File: src/rtl/drive_cmd_sequencer_if.sv
// Drive command bundle: raw board inputs in, drive command to speed_display out.
// Latency: n/a (signal grouping only).
// Backpressure: none; the consumer samples the command on the read_enable rising edge.
interface drive_cmd_sequencer_if;
    logic [3:0] key_n;        // raw buttons, active-low: [0]=fwd [1]=back [2]=left [3]=right
    logic [2:0] sw_torque;    // raw torque switches
    logic       sw_enable;    // raw enable switch
    logic [1:0] instruction;  // 00 fwd, 01 back, 10 left, 11 right
    logic [2:0] torque;       // clamped 0..4
    logic       read_enable;  // command strobe
    logic       enable;       // debounced sw_enable
    logic       busy;         // sequencer not idle
    logic [7:0] cmd_count;    // commands issued, wraps

    // Sequencer side: consumes board inputs, produces the command.
    modport master (
        input  key_n, sw_torque, sw_enable,
        output instruction, torque, read_enable, enable, busy, cmd_count
    );

    // Board/consumer side.
    modport slave (
        output key_n, sw_torque, sw_enable,
        input  instruction, torque, read_enable, enable, busy, cmd_count
    );
endinterface

File: src/rtl/drive_cmd_sequencer.sv
// Debounces DE2 keys/switches and issues one drive command (instruction/torque + read_enable strobe) per press.
// Latency: strobe rises 2 sync + DEBOUNCE_CYCLES + 1 + SETUP_CYCLES cycles after a stable key edge.
// Backpressure: none; presses arriving while busy or disabled are dropped. Optional: DRIVE_CMD_AUTO_REPEAT_EN.
module drive_cmd_sequencer #(
    parameter int DEBOUNCE_CYCLES = 500000,
    parameter int SETUP_CYCLES    = 4,
    parameter int STROBE_CYCLES   = 4,
    parameter int REPEAT_CYCLES   = 25000000
) (
    input  logic                  clk,
    input  logic                  rst_n,
    drive_cmd_sequencer_if.master cmd
);

    localparam int DB_W   = $clog2(DEBOUNCE_CYCLES + 1);
    localparam int PH_MAX = (SETUP_CYCLES > STROBE_CYCLES) ? SETUP_CYCLES : STROBE_CYCLES;
    localparam int PH_W   = $clog2(PH_MAX + 1);

    localparam logic [DB_W-1:0] DB_LAST     = DB_W'(DEBOUNCE_CYCLES - 1);
    localparam logic [PH_W-1:0] SETUP_LAST  = PH_W'(SETUP_CYCLES - 1);
    localparam logic [PH_W-1:0] STROBE_LAST = PH_W'(STROBE_CYCLES - 1);

    // Released/low level of {sw_enable, key_n[3:0]}: keys high (released), enable low.
    localparam logic [4:0] IN_RST = 5'b0_1111;

    // Zero-length setup or strobe would collapse the hold-before/after guarantee.
    if (DEBOUNCE_CYCLES < 1 || SETUP_CYCLES < 1 || STROBE_CYCLES < 1 || REPEAT_CYCLES < 1) begin : g_param_check
        $error("drive_cmd_sequencer: all cycle parameters must be >= 1");
    end

    typedef enum logic [1:0] {
        ST_IDLE,
        ST_ISSUE,
        ST_STROBE,
        ST_HOLDOFF
    } state_t;

    // ------------------------------------------------------------------
    // Input synchronisers
    // ------------------------------------------------------------------
    logic [4:0] in_sync1, in_sync2;   // {sw_enable, key_n}
    logic [2:0] tq_sync1, tq_sync2;

    // Two-flop synchronisers for every raw board input.
    always_ff @(posedge clk or negedge rst_n) begin
        if (!rst_n) begin
            in_sync1 <= IN_RST;
            in_sync2 <= IN_RST;
            tq_sync1 <= '0;
            tq_sync2 <= '0;
        end else begin
            in_sync1 <= {cmd.sw_enable, cmd.key_n};
            in_sync2 <= in_sync1;
            tq_sync1 <= cmd.sw_torque;
            tq_sync2 <= tq_sync1;
        end
    end

    // ------------------------------------------------------------------
    // Debouncers (one counter per key and for sw_enable)
    // ------------------------------------------------------------------
    logic [4:0]      acc;              // accepted levels
    logic [3:0]      key_acc_d;        // accepted key levels one cycle ago
    logic [DB_W-1:0] db_cnt [5];

    // Accept a new level only after it has disagreed with the current one for DEBOUNCE_CYCLES cycles.
    always_ff @(posedge clk or negedge rst_n) begin
        if (!rst_n) begin
            acc       <= IN_RST;
            key_acc_d <= IN_RST[3:0];
            for (int i = 0; i < 5; i++) begin
                db_cnt[i] <= '0;
            end
        end else begin
            key_acc_d <= acc[3:0];
            for (int i = 0; i < 5; i++) begin
                if (in_sync2[i] == acc[i]) begin
                    db_cnt[i] <= '0;
                end else if (db_cnt[i] == DB_LAST) begin
                    acc[i]    <= in_sync2[i];
                    db_cnt[i] <= '0;
                end else begin
                    db_cnt[i] <= db_cnt[i] + 1'b1;
                end
            end
        end
    end

    logic [3:0] key_acc;
    logic [3:0] press;
    logic       en_acc;
    logic       keys_released;
    logic [1:0] win_key;
    logic [2:0] tq_clamped;

    assign key_acc       = acc[3:0];
    assign en_acc        = acc[4];
    assign press         = key_acc_d & ~key_acc;   // accepted 1->0, one-cycle pulse
    assign keys_released = &key_acc;
    assign tq_clamped    = (tq_sync2 > 3'd4) ? 3'd4 : tq_sync2;

    // Simultaneous presses resolve fwd > back > left > right.
    always_comb begin
        win_key = 2'd3;
        if (press[0]) begin
            win_key = 2'd0;
        end else if (press[1]) begin
            win_key = 2'd1;
        end else if (press[2]) begin
            win_key = 2'd2;
        end
    end

    // ------------------------------------------------------------------
    // Command FSM
    // ------------------------------------------------------------------
    state_t          state, state_nxt;
    logic [PH_W-1:0] ph_cnt, ph_cnt_nxt;
    logic            load_instr;   // new press: take instruction from winning key
    logic            load_cmd;     // any issue: resample torque, count command

    logic [1:0] instr_q;
    logic [2:0] torque_q;
    logic [7:0] cmd_cnt_q;
    logic       read_enable_q;
    logic       busy_q;

`ifdef DRIVE_CMD_AUTO_REPEAT_EN
    localparam int RP_W = $clog2(REPEAT_CYCLES + 1);
    localparam logic [RP_W-1:0] REPEAT_LAST = RP_W'(REPEAT_CYCLES - 1);

    logic [RP_W-1:0] rep_cnt, rep_cnt_nxt;

    // Repeat timer: counts HOLDOFF cycles while the issuing key stays held.
    always_ff @(posedge clk or negedge rst_n) begin
        if (!rst_n) begin
            rep_cnt <= '0;
        end else begin
            rep_cnt <= rep_cnt_nxt;
        end
    end
`endif

    // State and phase counter registers.
    always_ff @(posedge clk or negedge rst_n) begin
        if (!rst_n) begin
            state  <= ST_IDLE;
            ph_cnt <= '0;
        end else begin
            state  <= state_nxt;
            ph_cnt <= ph_cnt_nxt;
        end
    end

    // Next-state logic: issue on press, hold for setup, strobe, then wait for all keys released.
    always_comb begin
        state_nxt  = state;
        ph_cnt_nxt = ph_cnt;
        load_instr = 1'b0;
        load_cmd   = 1'b0;
`ifdef DRIVE_CMD_AUTO_REPEAT_EN
        rep_cnt_nxt = '0;
`endif
        case (state)
            ST_IDLE: begin
                if (|press && en_acc) begin
                    state_nxt  = ST_ISSUE;
                    ph_cnt_nxt = '0;
                    load_instr = 1'b1;
                    load_cmd   = 1'b1;
                end
            end
            ST_ISSUE: begin
                if (ph_cnt == SETUP_LAST) begin
                    state_nxt  = ST_STROBE;
                    ph_cnt_nxt = '0;
                end else begin
                    ph_cnt_nxt = ph_cnt + 1'b1;
                end
            end
            ST_STROBE: begin
                if (ph_cnt == STROBE_LAST) begin
                    state_nxt  = ST_HOLDOFF;
                    ph_cnt_nxt = '0;
                end else begin
                    ph_cnt_nxt = ph_cnt + 1'b1;
                end
            end
            ST_HOLDOFF: begin
                if (keys_released) begin
                    state_nxt = ST_IDLE;
                end
`ifdef DRIVE_CMD_AUTO_REPEAT_EN
                else if (!key_acc[instr_q]) begin
                    if (rep_cnt == REPEAT_LAST) begin
                        state_nxt  = ST_ISSUE;
                        ph_cnt_nxt = '0;
                        load_cmd   = 1'b1;
                    end else begin
                        rep_cnt_nxt = rep_cnt + 1'b1;
                    end
                end
`endif
            end
            default: begin
                state_nxt = ST_IDLE;
            end
        endcase
    end

    // Command outputs: instruction/torque change only on issue; strobe and busy are glitch-free flops.
    always_ff @(posedge clk or negedge rst_n) begin
        if (!rst_n) begin
            instr_q       <= 2'd0;
            torque_q      <= 3'd0;
            cmd_cnt_q     <= 8'd0;
            read_enable_q <= 1'b0;
            busy_q        <= 1'b0;
        end else begin
            if (load_instr) begin
                instr_q <= win_key;
            end
            if (load_cmd) begin
                torque_q  <= tq_clamped;
                cmd_cnt_q <= cmd_cnt_q + 8'd1;
            end
            read_enable_q <= (state_nxt == ST_STROBE);
            busy_q        <= (state_nxt != ST_IDLE);
        end
    end

    assign cmd.instruction = instr_q;
    assign cmd.torque      = torque_q;
    assign cmd.read_enable = read_enable_q;
    assign cmd.enable      = en_acc;
    assign cmd.busy        = busy_q;
    assign cmd.cmd_count   = cmd_cnt_q;

endmodule

File: src/flat_wrapper.sv
// flat-port wrapper written by rule: the top's interface ports become plain ports
module drive_cmd_sequencer_flat 
#(
    parameter int DEBOUNCE_CYCLES = 500000,
    parameter int SETUP_CYCLES    = 4,
    parameter int STROBE_CYCLES   = 4,
    parameter int REPEAT_CYCLES   = 25000000
)
  (clk, rst_n, cmd_key_n, cmd_sw_torque, cmd_sw_enable, cmd_instruction, cmd_torque, cmd_read_enable, cmd_enable, cmd_busy, cmd_cmd_count);
  drive_cmd_sequencer_if cmd_i ();
  input  logic clk;
  input  logic rst_n;
  input wire logic [$bits(cmd_i.key_n)-1:0] cmd_key_n;
  input wire logic [$bits(cmd_i.sw_torque)-1:0] cmd_sw_torque;
  input wire logic [$bits(cmd_i.sw_enable)-1:0] cmd_sw_enable;
  output wire logic [$bits(cmd_i.instruction)-1:0] cmd_instruction;
  output wire logic [$bits(cmd_i.torque)-1:0] cmd_torque;
  output wire logic [$bits(cmd_i.read_enable)-1:0] cmd_read_enable;
  output wire logic [$bits(cmd_i.enable)-1:0] cmd_enable;
  output wire logic [$bits(cmd_i.busy)-1:0] cmd_busy;
  output wire logic [$bits(cmd_i.cmd_count)-1:0] cmd_cmd_count;
  assign cmd_i.key_n = cmd_key_n;
  assign cmd_i.sw_torque = cmd_sw_torque;
  assign cmd_i.sw_enable = cmd_sw_enable;
  assign cmd_instruction = cmd_i.instruction;
  assign cmd_torque = cmd_i.torque;
  assign cmd_read_enable = cmd_i.read_enable;
  assign cmd_enable = cmd_i.enable;
  assign cmd_busy = cmd_i.busy;
  assign cmd_cmd_count = cmd_i.cmd_count;
  drive_cmd_sequencer #(.DEBOUNCE_CYCLES(DEBOUNCE_CYCLES), .SETUP_CYCLES(SETUP_CYCLES), .STROBE_CYCLES(STROBE_CYCLES), .REPEAT_CYCLES(REPEAT_CYCLES)) u_core (.clk(clk), .rst_n(rst_n), .cmd(cmd_i));
endmodule
File: config.mk
export PLATFORM = sky130hd
export DESIGN_NAME = drive_cmd_sequencer_flat
export DESIGN_NICKNAME = d
export VERILOG_FILES = /design/src/rtl/drive_cmd_sequencer_if.sv /design/src/rtl/drive_cmd_sequencer.sv /design/src/flat_wrapper.sv
export SDC_FILE = /design/constraint.sdc
export NUM_CORES = 1
export LEC_CHECK = 0
export ABC_AREA = 1
export BUFFER_PORTS_ARGS = -buffer_cell sky130_fd_sc_hd__buf_4
export CORE_MARGIN = 5
export CORE_UTILIZATION = 60
export CTS_BUF_LIST = sky130_fd_sc_hd__clkbuf_2
export CTS_CLUSTER_DIAMETER = 40
export DETAILED_ROUTE_END_ITERATION = 6
export PLACE_DENSITY = 0.8
export SETUP_SLACK_MARGIN = 0.05
export SLEW_MARGIN = 20
export SYNTH_ARGS = -nofsm -noshare
export SYNTH_HDL_FRONTEND = slang
export SYNTH_SLANG_ARGS = --single-unit
File: constraint.sdc
create_clock -name clk -period 1.7 [get_ports clk]
set_clock_uncertainty 0.2 [all_clocks]
set_input_delay 0.255 -clock clk [delete_from_list [all_inputs] [get_ports clk]]
set_output_delay 0.255 -clock clk [all_outputs]
set_load 0.005 [all_outputs]
Word-level counts from Yosys, hierarchy flattened --
Index checks and enable logic that the tools add are counted.
Word-level totals: flip-flop bits (word level) 140, bits in latches 0, memory bits (writable) 0, bits in read-only memories 0, output and inout port bits 16, memories 0
Operators by class: add/sub/neg operators 7, multipliers 0, divide/modulo/power cells 0, magnitude comparators 1, equal/unequal tests 16, shifts and indexed selects 0, mux-type cells 24, bitwise logic cells 7, reduce and logical (&&, ||, !) cells 13
Operators with widths (number):
- $mux 19 | 10
- $add 19x1->19 const B | 5
- $eq 19x19->1 const B | 5
- $mux 2 | 6
- $reduce_and 2->1 | 6
- $mux 3 | 3
- $add 8x1->8 const B | 1
- $pmux 2 s4 | 1
- $eq 2x2->1 const B | 3
- $pmux 3 s2 | 1
- $eq 1x1->1 | 5
- $not 1->1 | 5
- $and 4x4->4 | 1
- $not 4->4 | 1
- $reduce_and 4->1 | 1
- $reduce_bool 2->1 | 2
- $reduce_or 4->1 | 1
- $add 3x1->3 const B | 1
- $eq 3x2->1 const B | 1
- $gt 3x3->1 const B | 1
- $mux 1 | 3
- $eq 2x1->1 const B | 1
- $logic_not 2->1 | 1
- $ne 2x1->1 const B | 1
- other kinds (2) | 2

Longest topological paths before layout --
word-level depth 7, gate-level depth with buffers 10

Worst setup path before layout --
Ideal clock, no wire load.
kind reg2reg, from reg u_core.db_cnt[57] in the netlist's numbering, to reg u_core.db_cnt[70] in the netlist's numbering, data arrival time 1.221 ns, data required time 1.379 ns, path slack 0.158 ns, stages on the path, launching flop included 9, clock period less this slack 1.542 ns, path through dfrtp_1 ha_1 nand2_1 nor2_1 nand3_1 nor2_1 nor2_2 nand2_1 nor2_1
On the way: longest elaborated chain between the ends 3, elaborated cells on any way between the ends 4
RTL lines:
- start, declared | RTL line drive_cmd_sequencer.sv:64 | logic [DB_W-1:0] db_cnt [5];
- start signal, assigned by index | RTL line drive_cmd_sequencer.sv:83 | db_cnt[i] <= db_cnt[i] + 1'b1;
- $add 19x1->19 / $eq 19x19->1 (equally long branches) | RTL line drive_cmd_sequencer.sv:83, drive_cmd_sequencer.sv:79
- $mux 19 * | RTL line drive_cmd_sequencer.sv:79 | end else if (db_cnt[i] == DB_LAST) begin
- $mux 19 * | RTL line drive_cmd_sequencer.sv:77 | if (in_sync2[i] == acc[i]) begin
Mark *: on every way between the ends. The rest lies on a longest branch, timed or not. A chain may end at the register's enable or synchronous reset.

Worst setup path after layout --
from reg u_core.cmd_cnt_q[7] (netlist: u_core.cmd.cmd_count[7]), to out cmd_cmd_count[7]
RTL lines:
- start, declared | RTL line drive_cmd_sequencer.sv:124 | logic [7:0] cmd_cnt_q;
- start signal, assigned | RTL line drive_cmd_sequencer.sv:225 | cmd_cnt_q <= cmd_cnt_q + 8'd1;
- end, declared | RTL line flat_wrapper.sv:21 | output wire logic [$bits(cmd_i.cmd_count)-1:0] cmd_cmd_count;
No word-level cell between the ends.

==> tab_implementation.tex <==
\begin{tabular}{lr}
\hline
Metric & Value \\
\hline
\multicolumn{2}{l}{\textbf{Setup path}} \\
\quad Capture point of the worst path & cmd\_cmd\_count[7] \\
\quad Number of cells on the critical path & 1 \\
\quad Crit path required time & 1.24 ns \\
\quad Data arrival time at the worst-slack endpoint & 1.34 ns \\
\quad Combined buffer and inverter count along the critical path & 1 \\
\quad Slowest cell on the critical path & sky130\_fd\_sc\_hd\_\_dfrtp\_1 \\
\quad Start point of the critical path & u\_core.cmd.cmd\_count[7]\$\_DFFE\_PN0P\_ \\
\quad Largest stage delay on the critical path & 0.46 ns \\
\quad Flop2flop setup slack & 0.02 ns \\
\quad Endpoint of the worst register-to-register path & u\_core.db\_cnt[35]\$\_DFF\_PN0\_ \\
\quad Critical path, cell by cell & buf\_6 \\
\quad Endpoint class of the critical path & output pin \\
\quad Number of cell instances on the worst register-to-register path & 8 \\
\quad Worst Path Class, Setup & reg2out \\
\quad Type of element launching the critical path & flip-flop \\
\quad Beginning of the worst register-to-register path & u\_core.db\_cnt[20]\$\_DFF\_PN0\_ \\
\quad Kind of cell with the highest combined delay on the critical path & flip-flops \\
\quad Largest fanout of any net on the critical path & 2 \\
\multicolumn{2}{l}{\textbf{Place}} \\
\quad Port buffer count & 25 \\
\quad DP HPWL & 11400 um \\
\quad GP Congestion & 0.881 \\
\multicolumn{2}{l}{\textbf{Drt}} \\
\quad Number of DRC violations after detailed-routing iteration 0 & 555 \\
\quad Routed metal-1 wire length & 7340 um \\
\quad Total length of routed wires & 18400 um \\
\quad Detailed-routing iteration count for the pre-antenna-repair pass & 7 \\
\quad Post-route antenna net violation count & 0 \\
\quad Via count normalized by instance count & 5.33 \\
\quad Top layer reached by signal wires & met4 \\
\quad Wire length on met2 & 9550 um \\
\quad Met3 wire len & 981 um \\
\quad Remaining design rule violation count & 0 \\
\quad Vias & 6785 \\
\quad WL/cell & 14.4 um \\
\multicolumn{2}{l}{\textbf{Layout}} \\
\quad Fraction of layout cells with a size suffix above 1 & 0.279 \\
\quad Final core utilization & 0.788 \\
\quad Layout Area Growth over Synthesis & 28.3\% \\
\quad Number of nets in the final layout & 1113 \\
\multicolumn{2}{l}{\textbf{STA}} \\
\quad Max Slew Vio Count & 0 \\
\quad Period utilisation layout & 1.06 \\
\quad Final hold violation count & 0 \\
\quad RSZ-0062 raised after global routing & true \\
\quad Max-slew headroom at the worst pin & 0.648 \\
\quad Setup slack after layout & -0.0962 ns \\
\quad Final number of setup-violating endpoints & 16 \\
\quad Max Freq & 0.557 GHz \\
\quad Min cycle time layout & 1.80 ns \\
\quad Transition time at the pin with the least slew margin & 0.528 ns \\
\multicolumn{2}{l}{\textbf{Global routing}} \\
\quad Largest net degree at the start of global routing & 43 \\
\quad First-pass GRT wire length & 27900 um \\
\quad All-layer global routing usage & 0.234 \\
\quad Number of global-route vias before repair & 6318 \\
\quad Overflow left after global routing & 0 \\
\quad Initial antenna violation count & 1 \\
\multicolumn{2}{l}{\textbf{Clock tree}} \\
\quad Clock-pin slew on the worst setup and hold paths & 0.21 ns \\
\quad Clock root buffer master & sky130\_fd\_sc\_hd\_\_clkbuf\_2 \\
\quad Clock buffer count from CTS & 17 \\
\quad Clock Latency Late Sink & 0.76 ns \\
\quad Clock tree buffer depth & 2 \\
\quad Number of sinks driven by the clock tree & 140 \\
\quad Maximum level of the CTS H-tree & 4 \\
\quad CTS tree & yes \\
\multicolumn{2}{l}{\textbf{Synth}} \\
\quad Most common library cells after synthesis & sky130\_fd\_sc\_hd\_\_nand2\_1, sky130\_fd\_sc\_hd\_\_nor2\_1, sky130\_fd\_sc\_hd\_\_dfrtp\_1, sky130\_fd\_sc\_hd\_\_inv\_1, sky130\_fd\_sc\_hd\_\_nand3\_1 \\
\quad Dominant cells by area after synthesis & sky130\_fd\_sc\_hd\_\_dfrtp\_1, sky130\_fd\_sc\_hd\_\_nand2\_1, sky130\_fd\_sc\_hd\_\_nor2\_1 \\
\quad Number of storage elements in the synthesis netlist & 140 \\
\quad Post-synth design cell area & 7410 um\^{}2 \\
\quad Post-synthesis net count & 979 \\
\quad Number of warnings issued by yosys & 0 \\
\quad Cell type with the highest aggregate area in the netlist & sky130\_fd\_sc\_hd\_\_dfrtp\_1 \\
\quad Mean post-synth cell area & 7.74 um\^{}2 \\
\quad Most common cell in the netlist & sky130\_fd\_sc\_hd\_\_nand2\_1 \\
\quad Most frequently used flop master after synthesis & sky130\_fd\_sc\_hd\_\_dfrtp\_1 \\
\quad Number of standard cells after synthesis & 958 \\
\quad Sequential cell area fraction in the yosys report & 0.475 \\
\quad Number of enable flip-flop cells after synthesis & 0 \\
\quad Async SR Flop Fraction & 1.00 \\
\quad Proportion of netlist area held by the largest area contributor & 0.419 \\
\quad Unique masters post-synth & 38 \\
\multicolumn{2}{l}{\textbf{Die}} \\
\quad Die Footprint & 14700 um\^{}2 \\
\quad Top-Level Pins & 26 \\
\quad Site row count & 40 \\
\quad Die H & 121 um \\
\quad Initial Utilization & 0.615 \\
\quad Horizontal extent of the die & 121 um \\
\quad Placeable Area & 12100 um\^{}2 \\
\multicolumn{2}{l}{\textbf{Job}} \\
\quad Maximum Capacitance Violations & 0 \\
\multicolumn{2}{l}{\textbf{Outcome}} \\
\quad Run status & finished, violations left \\
\quad Violations in the final reports & setup timing \\
\multicolumn{2}{l}{\textbf{Power}} \\
\quad Leakage & 4.15 nW \\
\quad Final Power & 5.99 mW \\
\quad Worst VDD drop & 0.672 mV \\
\quad Ratio of total power to cell area & 630 nW/um\^{}2 \\
\multicolumn{2}{l}{\textbf{Hold path}} \\
\quad Worst min-delay path class & reg2reg \\
\hline
\end{tabular}
## sequential cells by signal (all words and copies together), names as in the netlist, 3 cells and up
name,cells
u_core.db_cnt,95
u_core.cmd.torque,3
u_core.key_acc_d,4
u_core.tq_sync1,3
u_core.cmd.cmd_count,8
u_core.tq_sync2,3
u_core.acc,5
u_core.ph_cnt,3
u_core.in_sync1,5
u_core.in_sync2,5
## routing by layer
metal | track usage | vias up
met5 | 0 | -
met4 | 0.0868 | 0
met3 | 0.0564 | 54
met2 | 0.396 | 229
met1 | 0.292 | 3221
li1 | - | 3281
## cells by family after synthesis
family / share of synthesized area
compound gates: 0.0388
xor+xnor: 0.0566
fa+ha+maj: 0.0186
buf+inv: 0.0603
flops: 0.475
simple gates: 0.350
## what timing repair did
| item | 4_1_cts | 5_1_grt |
|---|---|---|
| gates resized for setup | 24 | 152 |
| setup buffers | 18 | 29 |
| gates cloned | 0 | 2 |
| pin swaps | 3 | 57 |
| hold buffers | 18 | 0 |
| endpoints found under the setup margin | 37 | 107 |
| endpoints found under the hold margin | 148 | 0 |
## power by group
group	leakage (nW)	switching, mW	internal [mW]
Sequential	1.85	0.0471	3.39
Combinational	2.15	0.193	0.159
Clock	0.152	1.23	0.975
## cell type report
cell class                 instances  area, um^2
sequential                       140        3540
timing repair buffer             119        1100
clock inverter                    12         171
timing repair inverter             1        6.26
fill                             731        2550
multi-input combinational        704        3960
clock buffer                      20         100
tap                              168         210
inverter                         109         419
antenna                            1        2.50
## worst min path at each step
stage	start	end	slack [ns]	cells past startpoint
finish	u_core.tq_sync1[2]$_DFF_PN0_	u_core.tq_sync2[2]$_DFF_PN0_	0.14	0
global route	u_core.in_sync1[3]$_DFF_PN1_	u_core.in_sync2[3]$_DFF_PN1_	0.16	0
CTS	u_core.tq_sync1[2]$_DFF_PN0_	u_core.tq_sync2[2]$_DFF_PN0_	0.16	0
detailed placement	rst_n	u_core.db_cnt[20]$_DFF_PN0_	0.005	1
global placement	rst_n	u_core.db_cnt[36]$_DFF_PN0_	0.0009	1
floorplan	rst_n	u_core.acc[4]$_DFFE_PN0P_	-0.24	0
## metrics by stage
step | setup slack [ns] | instance area [um^2] | hold slack [ns] | setup TNS, ns | instances
4_1_cts | -0.0873 | 8710 | 0.164 | -1.17 | 1243
2_1_floorplan | 0.158 | 7410 | -0.241 | 0 | 958
5_1_grt | -0.184 | 9510 | 0.164 | -3.68 | 1274
6_report | -0.0962 | 9510 | 0.141 | -1.28 | 1274
3_5_place_dp | 0.0171 | 8030 | 0.00527 | 0 | 1175
3_3_place_gp | 0.0399 | 8030 | 0.000895 | 0 | 1175
## placed cells by master, fill, tap and decap left out, drive strengths merged, types with 3 or more instances in the layout
master       instances
dfstp               16
inv                111
xor2                38
o21ai               19
nand3               70
xnor2                9
nor3                23
a211oi               3
nor3b                5
o21a                 5
and2                 4
clkbuf              20
buf                101
nand4               16
clkinv               3
nor2               239
clkinvlp             4
dfrtp              124
bufinv               4
nand2              235
ha                  11
dlygate4sd3         18
a21oi               19
a31oi                3
No activity file was read; power rests on OpenSTA's default activity.
